### config.mk
export PLATFORM = sky130hd
export DESIGN_NAME = uart_line_writer
export DESIGN_NICKNAME = d
export VERILOG_FILES = /design/src/rtl/uart_line_writer_pkg.sv /design/src/rtl/uart_line_writer_buf.sv /design/src/rtl/uart_line_writer.sv
export SDC_FILE = /design/constraint.sdc
export NUM_CORES = 2
export LEC_CHECK = 0
export ABC_AREA = 1
export BUFFER_PORTS_ARGS = -buffer_cell sky130_fd_sc_hd__buf_2
export CORE_UTILIZATION = 55
export DETAILED_ROUTE_END_ITERATION = 7
export GPL_ROUTABILITY_DRIVEN = 0
export HOLD_SLACK_MARGIN = 0.02
export PLACE_DENSITY_LB_ADDON = 0.1
export SETUP_SLACK_MARGIN = 0.15
export SYNTH_ARGS = -nofsm -noshare
export SYNTH_HDL_FRONTEND = slang
export SYNTH_SLANG_ARGS = --single-unit
### constraint.sdc
create_clock -name clk -period 5.48 [get_ports clk]
set_input_delay 1.096 -clock clk [delete_from_list [all_inputs] [get_ports clk]]
set_output_delay 1.096 -clock clk [all_outputs]
set_load 0.02 [all_outputs]
### src/rtl/uart_line_writer_pkg.sv
// Shared types and defaults for the UART line writer.
// State encoding, answer codes and a saturating counter helper.
package uart2vga_pkg;

  typedef enum logic [2:0] {
    S_ROW,
    S_PAY,
    S_CSUM,
    S_END,
    S_COMMIT,
    S_ANS
  } line_state_t;

  localparam logic [7:0] DEF_END_CODE = 8'hFF;
  localparam logic [7:0] DEF_ANS_OK   = 8'hAA;
  localparam logic [7:0] DEF_ANS_ERR  = 8'h55;

  function automatic logic [15:0] sat_inc16(input logic [15:0] v);
    return (v == 16'hFFFF) ? v : v + 16'd1;
  endfunction

endpackage

### src/rtl/uart_line_writer_buf.sv
// Line payload store: byte-wide write port, pixel-wide read port.
// Pixel x sits at payload bits [x*BPP +: BPP], LSB-first across bytes.
module line_pack_buf #(
  parameter int PAY_BYTES = 240,
  parameter int BPP       = 3,
  parameter int AW        = 8,
  parameter int XW        = 10
) (
  input  logic           clk,
  input  logic           we_i,
  input  logic [AW-1:0]  waddr_i,
  input  logic [7:0]     wdata_i,
  input  logic [XW-1:0]  x_i,
  output logic [BPP-1:0] pix_o
);

  localparam int BAW = $clog2(PAY_BYTES);
  localparam int FW  = PAY_BYTES * 8;
  localparam int IW  = $clog2(FW);

  logic [7:0]    mem_q [PAY_BYTES];
  logic [FW-1:0] flat;
  logic [IW-1:0] idx;

  // Byte store, written while the payload streams in
  always_ff @(posedge clk) begin
    if (we_i) mem_q[BAW'(waddr_i)] <= wdata_i;
  end

  // Flatten bytes into one bit vector for pixel extraction
  always_comb begin
    flat = '0;
    for (int i = 0; i < PAY_BYTES; i++)
      flat[i*8 +: 8] = mem_q[i];
  end

  assign idx   = IW'(x_i) * IW'(BPP);
  assign pix_o = flat[idx +: BPP];

endmodule

### src/rtl/uart_line_writer.sv
// Parses framed line packets from the UART and commits valid
// lines to the framebuffer, answering each packet with OK/ERR.
module uart_line_writer
  import uart2vga_pkg::*;
#(
  parameter int         WIDTH    = 640,
  parameter int         HEIGHT   = 480,
  parameter int         BPP      = 3,
  parameter logic [7:0] END_CODE = DEF_END_CODE,
  parameter logic [7:0] ANS_OK   = DEF_ANS_OK,
  parameter logic [7:0] ANS_ERR  = DEF_ANS_ERR,
  parameter int         TIMEOUT  = 1000000,
  localparam int ROW_W     = $clog2(HEIGHT),
  localparam int ADDR_W    = $clog2(WIDTH * HEIGHT),
  localparam int ROW_BYTES = (ROW_W + 7) / 8,
  localparam int PAY_BYTES = (WIDTH * BPP + 7) / 8
) (
  input  logic              clk,
  input  logic              rst,
  input  logic [7:0]        rx_data,
  input  logic              rx_valid,
  output logic [7:0]        tx_data,
  output logic              tx_valid,
  input  logic              tx_ready,
  output logic [ADDR_W-1:0] fb_addr,
  output logic [BPP-1:0]    fb_data,
  output logic              fb_we,
  input  logic              fb_ready,
  output logic              busy,
  output logic              line_done,
  output logic [15:0]       err_cnt
);

  localparam int RBW   = ROW_BYTES * 8;
  localparam int XW    = $clog2(WIDTH);
  localparam int CNT_W = $clog2(PAY_BYTES + ROW_BYTES + 1);
  localparam int TMO_W = $clog2(TIMEOUT + 1) + 1;

  line_state_t       state_q, state_d;
  logic [CNT_W-1:0]  cnt_q, cnt_d;
  logic [RBW-1:0]    row_q, row_d;
  logic [7:0]        csum_q, csum_d;
  logic              bad_q, bad_d;
  logic [TMO_W-1:0]  tmo_q, tmo_d;
  logic [XW-1:0]     x_q, x_d;
  logic [ADDR_W-1:0] base_q, base_d;
  logic              ok_q, ok_d;
  logic [15:0]       err_q, err_d;
  logic              done_q, done_d;
  logic              acc, run, err_ev, wr_en;
  logic [BPP-1:0]    pix;

  line_pack_buf #(
    .PAY_BYTES(PAY_BYTES),
    .BPP      (BPP),
    .AW       (CNT_W),
    .XW       (XW)
  ) u_buf (
    .clk    (clk),
    .we_i   (wr_en),
    .waddr_i(cnt_q),
    .wdata_i(rx_data),
    .x_i    (x_q),
    .pix_o  (pix)
  );

  assign acc = rx_valid & (state_q inside {S_ROW, S_PAY, S_CSUM, S_END});

  // State and datapath registers
  always_ff @(posedge clk) begin
    if (rst) begin
      state_q <= S_ROW;
      cnt_q   <= '0;
      row_q   <= '0;
      csum_q  <= '0;
      bad_q   <= 1'b0;
      tmo_q   <= '0;
      x_q     <= '0;
      base_q  <= '0;
      ok_q    <= 1'b0;
      err_q   <= '0;
      done_q  <= 1'b0;
    end else begin
      state_q <= state_d;
      cnt_q   <= cnt_d;
      row_q   <= row_d;
      csum_q  <= csum_d;
      bad_q   <= bad_d;
      tmo_q   <= tmo_d;
      x_q     <= x_d;
      base_q  <= base_d;
      ok_q    <= ok_d;
      err_q   <= err_d;
      done_q  <= done_d;
    end
  end

  // Packet parsing, commit sequencing and idle timeout
  always_comb begin
    state_d = state_q;
    cnt_d   = cnt_q;
    row_d   = row_q;
    csum_d  = csum_q;
    bad_d   = bad_q;
    tmo_d   = tmo_q;
    x_d     = x_q;
    base_d  = base_q;
    ok_d    = ok_q;
    err_d   = err_q;
    done_d  = 1'b0;
    err_ev  = 1'b0;
    wr_en   = 1'b0;
    run     = 1'b0;
    unique case (state_q)
      S_ROW: begin
        run = (cnt_q != '0);
        if (rx_valid) begin
          row_d = RBW'({row_q, rx_data});
          if (cnt_q == CNT_W'(ROW_BYTES - 1)) begin
            state_d = S_PAY;
            cnt_d   = '0;
            csum_d  = '0;
          end else begin
            cnt_d = cnt_q + 1'b1;
          end
        end
      end
      S_PAY: begin
        run = 1'b1;
        if (rx_valid) begin
          wr_en  = 1'b1;
          csum_d = csum_q ^ rx_data;
          if (cnt_q == CNT_W'(PAY_BYTES - 1)) begin
            state_d = S_CSUM;
            cnt_d   = '0;
          end else begin
            cnt_d = cnt_q + 1'b1;
          end
        end
      end
      S_CSUM: begin
        run = 1'b1;
        if (rx_valid) begin
          bad_d   = (rx_data != csum_q);
          state_d = S_END;
        end
      end
      S_END: begin
        run = 1'b1;
        if (rx_valid) begin
          if (rx_data != END_CODE || 32'(row_q) >= HEIGHT || bad_q) begin
            state_d = S_ANS;
            ok_d    = 1'b0;
            err_ev  = 1'b1;
          end else begin
            state_d = S_COMMIT;
            x_d     = '0;
            base_d  = ADDR_W'(row_q) * ADDR_W'(WIDTH);
          end
        end
      end
      S_COMMIT: begin
        if (fb_ready) begin
          if (x_q == XW'(WIDTH - 1)) begin
            state_d = S_ANS;
            ok_d    = 1'b1;
            done_d  = 1'b1;
          end else begin
            x_d = x_q + 1'b1;
          end
        end
      end
      S_ANS: begin
        if (tx_ready) begin
          state_d = S_ROW;
          cnt_d   = '0;
        end
      end
      default: state_d = S_ROW;
    endcase
    if (acc) begin
      tmo_d = '0;
    end else if (TIMEOUT != 0 && run) begin
      if (tmo_q == TMO_W'(TIMEOUT - 1)) begin
        state_d = S_ANS;
        ok_d    = 1'b0;
        err_ev  = 1'b1;
        tmo_d   = '0;
        cnt_d   = '0;
      end else begin
        tmo_d = tmo_q + 1'b1;
      end
    end
    if (err_ev) err_d = sat_inc16(err_q);
  end

  // Output decode from the current state
  always_comb begin
    fb_we     = (state_q == S_COMMIT);
    fb_addr   = '0;
    fb_data   = '0;
    tx_valid  = (state_q == S_ANS);
    tx_data   = '0;
    if (fb_we) begin
      fb_addr = base_q + ADDR_W'(x_q);
      fb_data = pix;
    end
    if (tx_valid) tx_data = ok_q ? ANS_OK : ANS_ERR;
    busy      = (state_q != S_ROW) || (cnt_q != '0);
    line_done = done_q;
    err_cnt   = err_q;
  end

endmodule

==> flow_metrics.py <==
metrics = {
    "synth": {
        "synth_area_leaders": "edfxtp_1 (51%), nand3_1 (20%), nand2_1 (14%)",
        "synth.net_count": 14034,
        "yosysWarnings": 0,
        "synth.most_common_cell": "nand3_1",
        "synth_top_cell_by_area": "edfxtp_1",
        "ys_seq_area_frac": 0.523,
        "avgSynthCellArea_um2": 8.15,
        "ys_types": 46,
        "netlist_instances": 13981,
        "ys_seq_elements": 2017,
        "synthTopCellsByCount": "nand3_1 (4,659), nand2_1 (4,177), edfxtp_1 (1,920)",
        "async_reset_ff_frac": 0,
        "synth-edff-count": 1920,
        "syn_area_um2": 114000,
        "netlist.area_leader.share": 0.506,
        "synthFlopType": "edfxtp_1",
    },
    "timing": {
        "worst_pin_slew_ns": 1.20,
        "finalSetupViolCount": 3,
        "period_share": 1.05,
        "max_clock_freq_ghz": 0.173,
        "slew_violations": 0,
        "rsz0062_at_grt": "true",
        "hold_ws_ns": 0.472,
        "fin_ws_ns": -0.299,
        "finClkSkew_ns": 0.0297,
        "max_slew_margin": 0.195,
        "period_needed_ns": 5.78,
        "hold_viol_final": 0,
    },
    "worst_setup_path": {
        "critPathRequiredTime_ns": 4.38,
        "worstSetupStartpointType": "flop",
        "critPathTopFamily": "simple AND/OR/NAND/NOR gates",
        "critPathKind": "reg2out",
        "crit_top_cell": "nand3_1",
        "cp_slowest_cell": "fa_4",
        "crit_path_end_kind": "output port",
        "path_cells": "ha_4, inv_2, fa_4, xnor2_4, buf_12, inv_16, buf_12, buf_4, nand3_1, nand3_1, nand3_1, nand2_1, nand2_1, nand3_1, nand3_1, nand3_1, nand2_2, nor2_4, nor2_4, buf_4, buf_4",
        "cp.arrival_ns": 4.68,
        "reg2reg_slack_ns": 1.66,
        "path_max_fanout": 34,
        "slowest_delay_ns": 0.47,
        "path_buf_inv": 7,
    },
    "detailed_routing": {
        "remaining_drc_errors": 4,
        "via_per_inst": 6.39,
        "ant_nets": 0,
        "num_vias": 105318,
        "routedWlPerCell_um": 22.7,
        "dr.pass1.iters": 8,
        "first_iter_violations": 15080,
        "postRouteWirelength_mm": 374,
    },
    "pwr": {
        "peakVddDrop_uv": 343,
        "pwr_density_cell_nw_per_um2": 257,
        "p_leak_nw": 47.8,
    },
    "final_layout": {
        "synthToLayoutAreaGrowth_pct": 11.6,
        "stdcell_area_um2": 127000,
        "layout-drive-gt1-share": 0.0784,
        "utilization": 0.619,
        "nets": 13661,
    },
    "clock_network": {
        "numClockSinks": 2017,
        "path_clk_slew_ns": 0.06,
        "insertion_delay_ns": 0.91,
        "cts_buffers": 217,
        "postCtsHoldBufs": 0,
        "root_buffer": "clkbuf_16",
        "clockBufferDepth": 3,
        "cts-htree-levels": 4,
        "tritoncts": "yes",
    },
    "outcome": {
        "status": "finished, violations left",
        "violations": "design-rule violations, negative setup slack",
    },
    "floorplan": {
        "die_area_um2": 209000,
        "num_rows": 166,
        "die_h_um": 457,
        "start_util": 0.555,
        "fp.dieW_um": 457,
        "ios": 63,
        "coreArea_um2": 205000,
    },
    "global_routing": {
        "grt_max_degree": 243,
        "grt_pass1_vias": 96890,
        "antenna_found_initial": 13,
        "grt_pass1_wl_mm": 564,
        "grt_usage": 0.348,
        "grt-ovfl-total": 0,
    },
    "placement": {
        "detailedPlace.worstSlack_ns": -0.147,
        "dp_hpwl_mm": 217,
        "place_area_um2": 118000,
        "portBuffers": 62,
    },
    "job": {
        "cap_violations": 0,
    },
    "hold_path": {
        "holdCritPathClass": "reg2reg",
    },
}
==> per-stage QoR <==
step,TNS (ns),total power [mW],instances
floorplan,0,17.5,13981
global placement,-0.230,18.0,16017
detailed placement,-0.147,18.0,16017
CTS,-0.827,32.8,16475
global route,-0.969,33.3,16484
finish,-0.739,32.7,16491
==> where the power goes <==
part / switching [mW] / total [mW] / internal, mW
Clock: 6.26 / 15.0 / 8.71
Sequential: 0.0312 / 16.9 / 16.9
Combinational: 0.636 / 0.764 / 0.129
Total: 6.92 / 32.7 / 25.7
==> path summary, 6_finish.rpt <==
check,from,to,cells past startpoint
hold / removal,tmo_q[6],tmo_q[6],1
setup / recovery,x_q[1],fb_data[0],21
setup reg to reg,state_q[1],x_q[5],12
hold reg to reg,tmo_q[6],tmo_q[6],1
==> placed cells by master, fill, tap and decap left out, types with 43 or more instances in the layout <==
| cell | n |
|---|---|
| or2_2 | 75 |
| buf_12 | 114 |
| o21ai_0 | 339 |
| clkinv_2 | 51 |
| dfxtp_1 | 95 |
| edfxtp_1 | 1920 |
| inv_1 | 368 |
| nor3_1 | 47 |
| clkbuf_16 | 227 |
| nor2_1 | 431 |
| nand3_2 | 79 |
| buf_4 | 277 |
| buf_2 | 51 |
| o211ai_1 | 323 |
| nand3_1 | 4569 |
| nand2_1 | 4158 |
| clkinv_1 | 43 |
| a21oi_1 | 228 |
==> metal layers <==
metal,share of wire,GRT usage,vias up
met3,0.11,0.0630,1025
li1,-,-,48231
met1,0.39,0.467,49777
met4,0.048,0.170,4
met2,0.45,0.544,6281
met5,0.000064,0,-
==> worst reg2reg max path: stages, from the launching register on <==
cell	delay, ns
dfxtp_1	0.33
nor2_1	0.24
inv_1	0.13
nor2_2	0.48
buf_4	0.33
nand4_1	0.47
nand3_1	0.59
nor2_1	0.23
inv_1	0.10
nand2_1	0.29
inv_1	0.32
o21ai_0	0.14
a21oi_1	0.12
==> registers in the layout (all words and copies together), names as in the netlist <==
signal	cells
ok_q	1
row_q	16
u_buf.mem_q	1920
csum_q	8
tmo_q	21
state_q	3
err_cnt	16
line_done	1
cnt_q	8
bad_q	1
x_q	10
base_q	12
==> layout make-up <==
class,count,area (µm²)
Clock buffer,267,5810
Antenna cell,8,20.0
Fill cell,17388,78100
Clock inverter,139,1370
Tap cell,2688,3360
Timing Repair inverter,2,28.8
Multi-Input combinational cell,10461,48900
Inverter,380,1490
Timing Repair Buffer,529,6520
Sequential cell,2017,59600
==> cells by family (layout without fill, tap and decap cells) <==
group	after synthesis	after routing	synth area share
AO/OA/AOI/OAI	926	926	0.0485
XOR/XNOR	28	28	0.00248
adder cells (fa/ha/maj)	40	40	0.00459
buffers and inverters	1503	1317	0.0541
flip-flops	2017	2017	0.523
other	0	8	0
AND/OR/NAND/NOR	9467	9467	0.367
==> repair_timing <==
item                       in CTS  in global routing
setup endpoints to repair       3                  3
hold endpoints to repair        0                  0
gates resized for setup       165                 62
cloned                         28                  4
pin swaps                      41                 29
buffers inserted               24                  4
No activity file was read; power rests on OpenSTA's default activity.
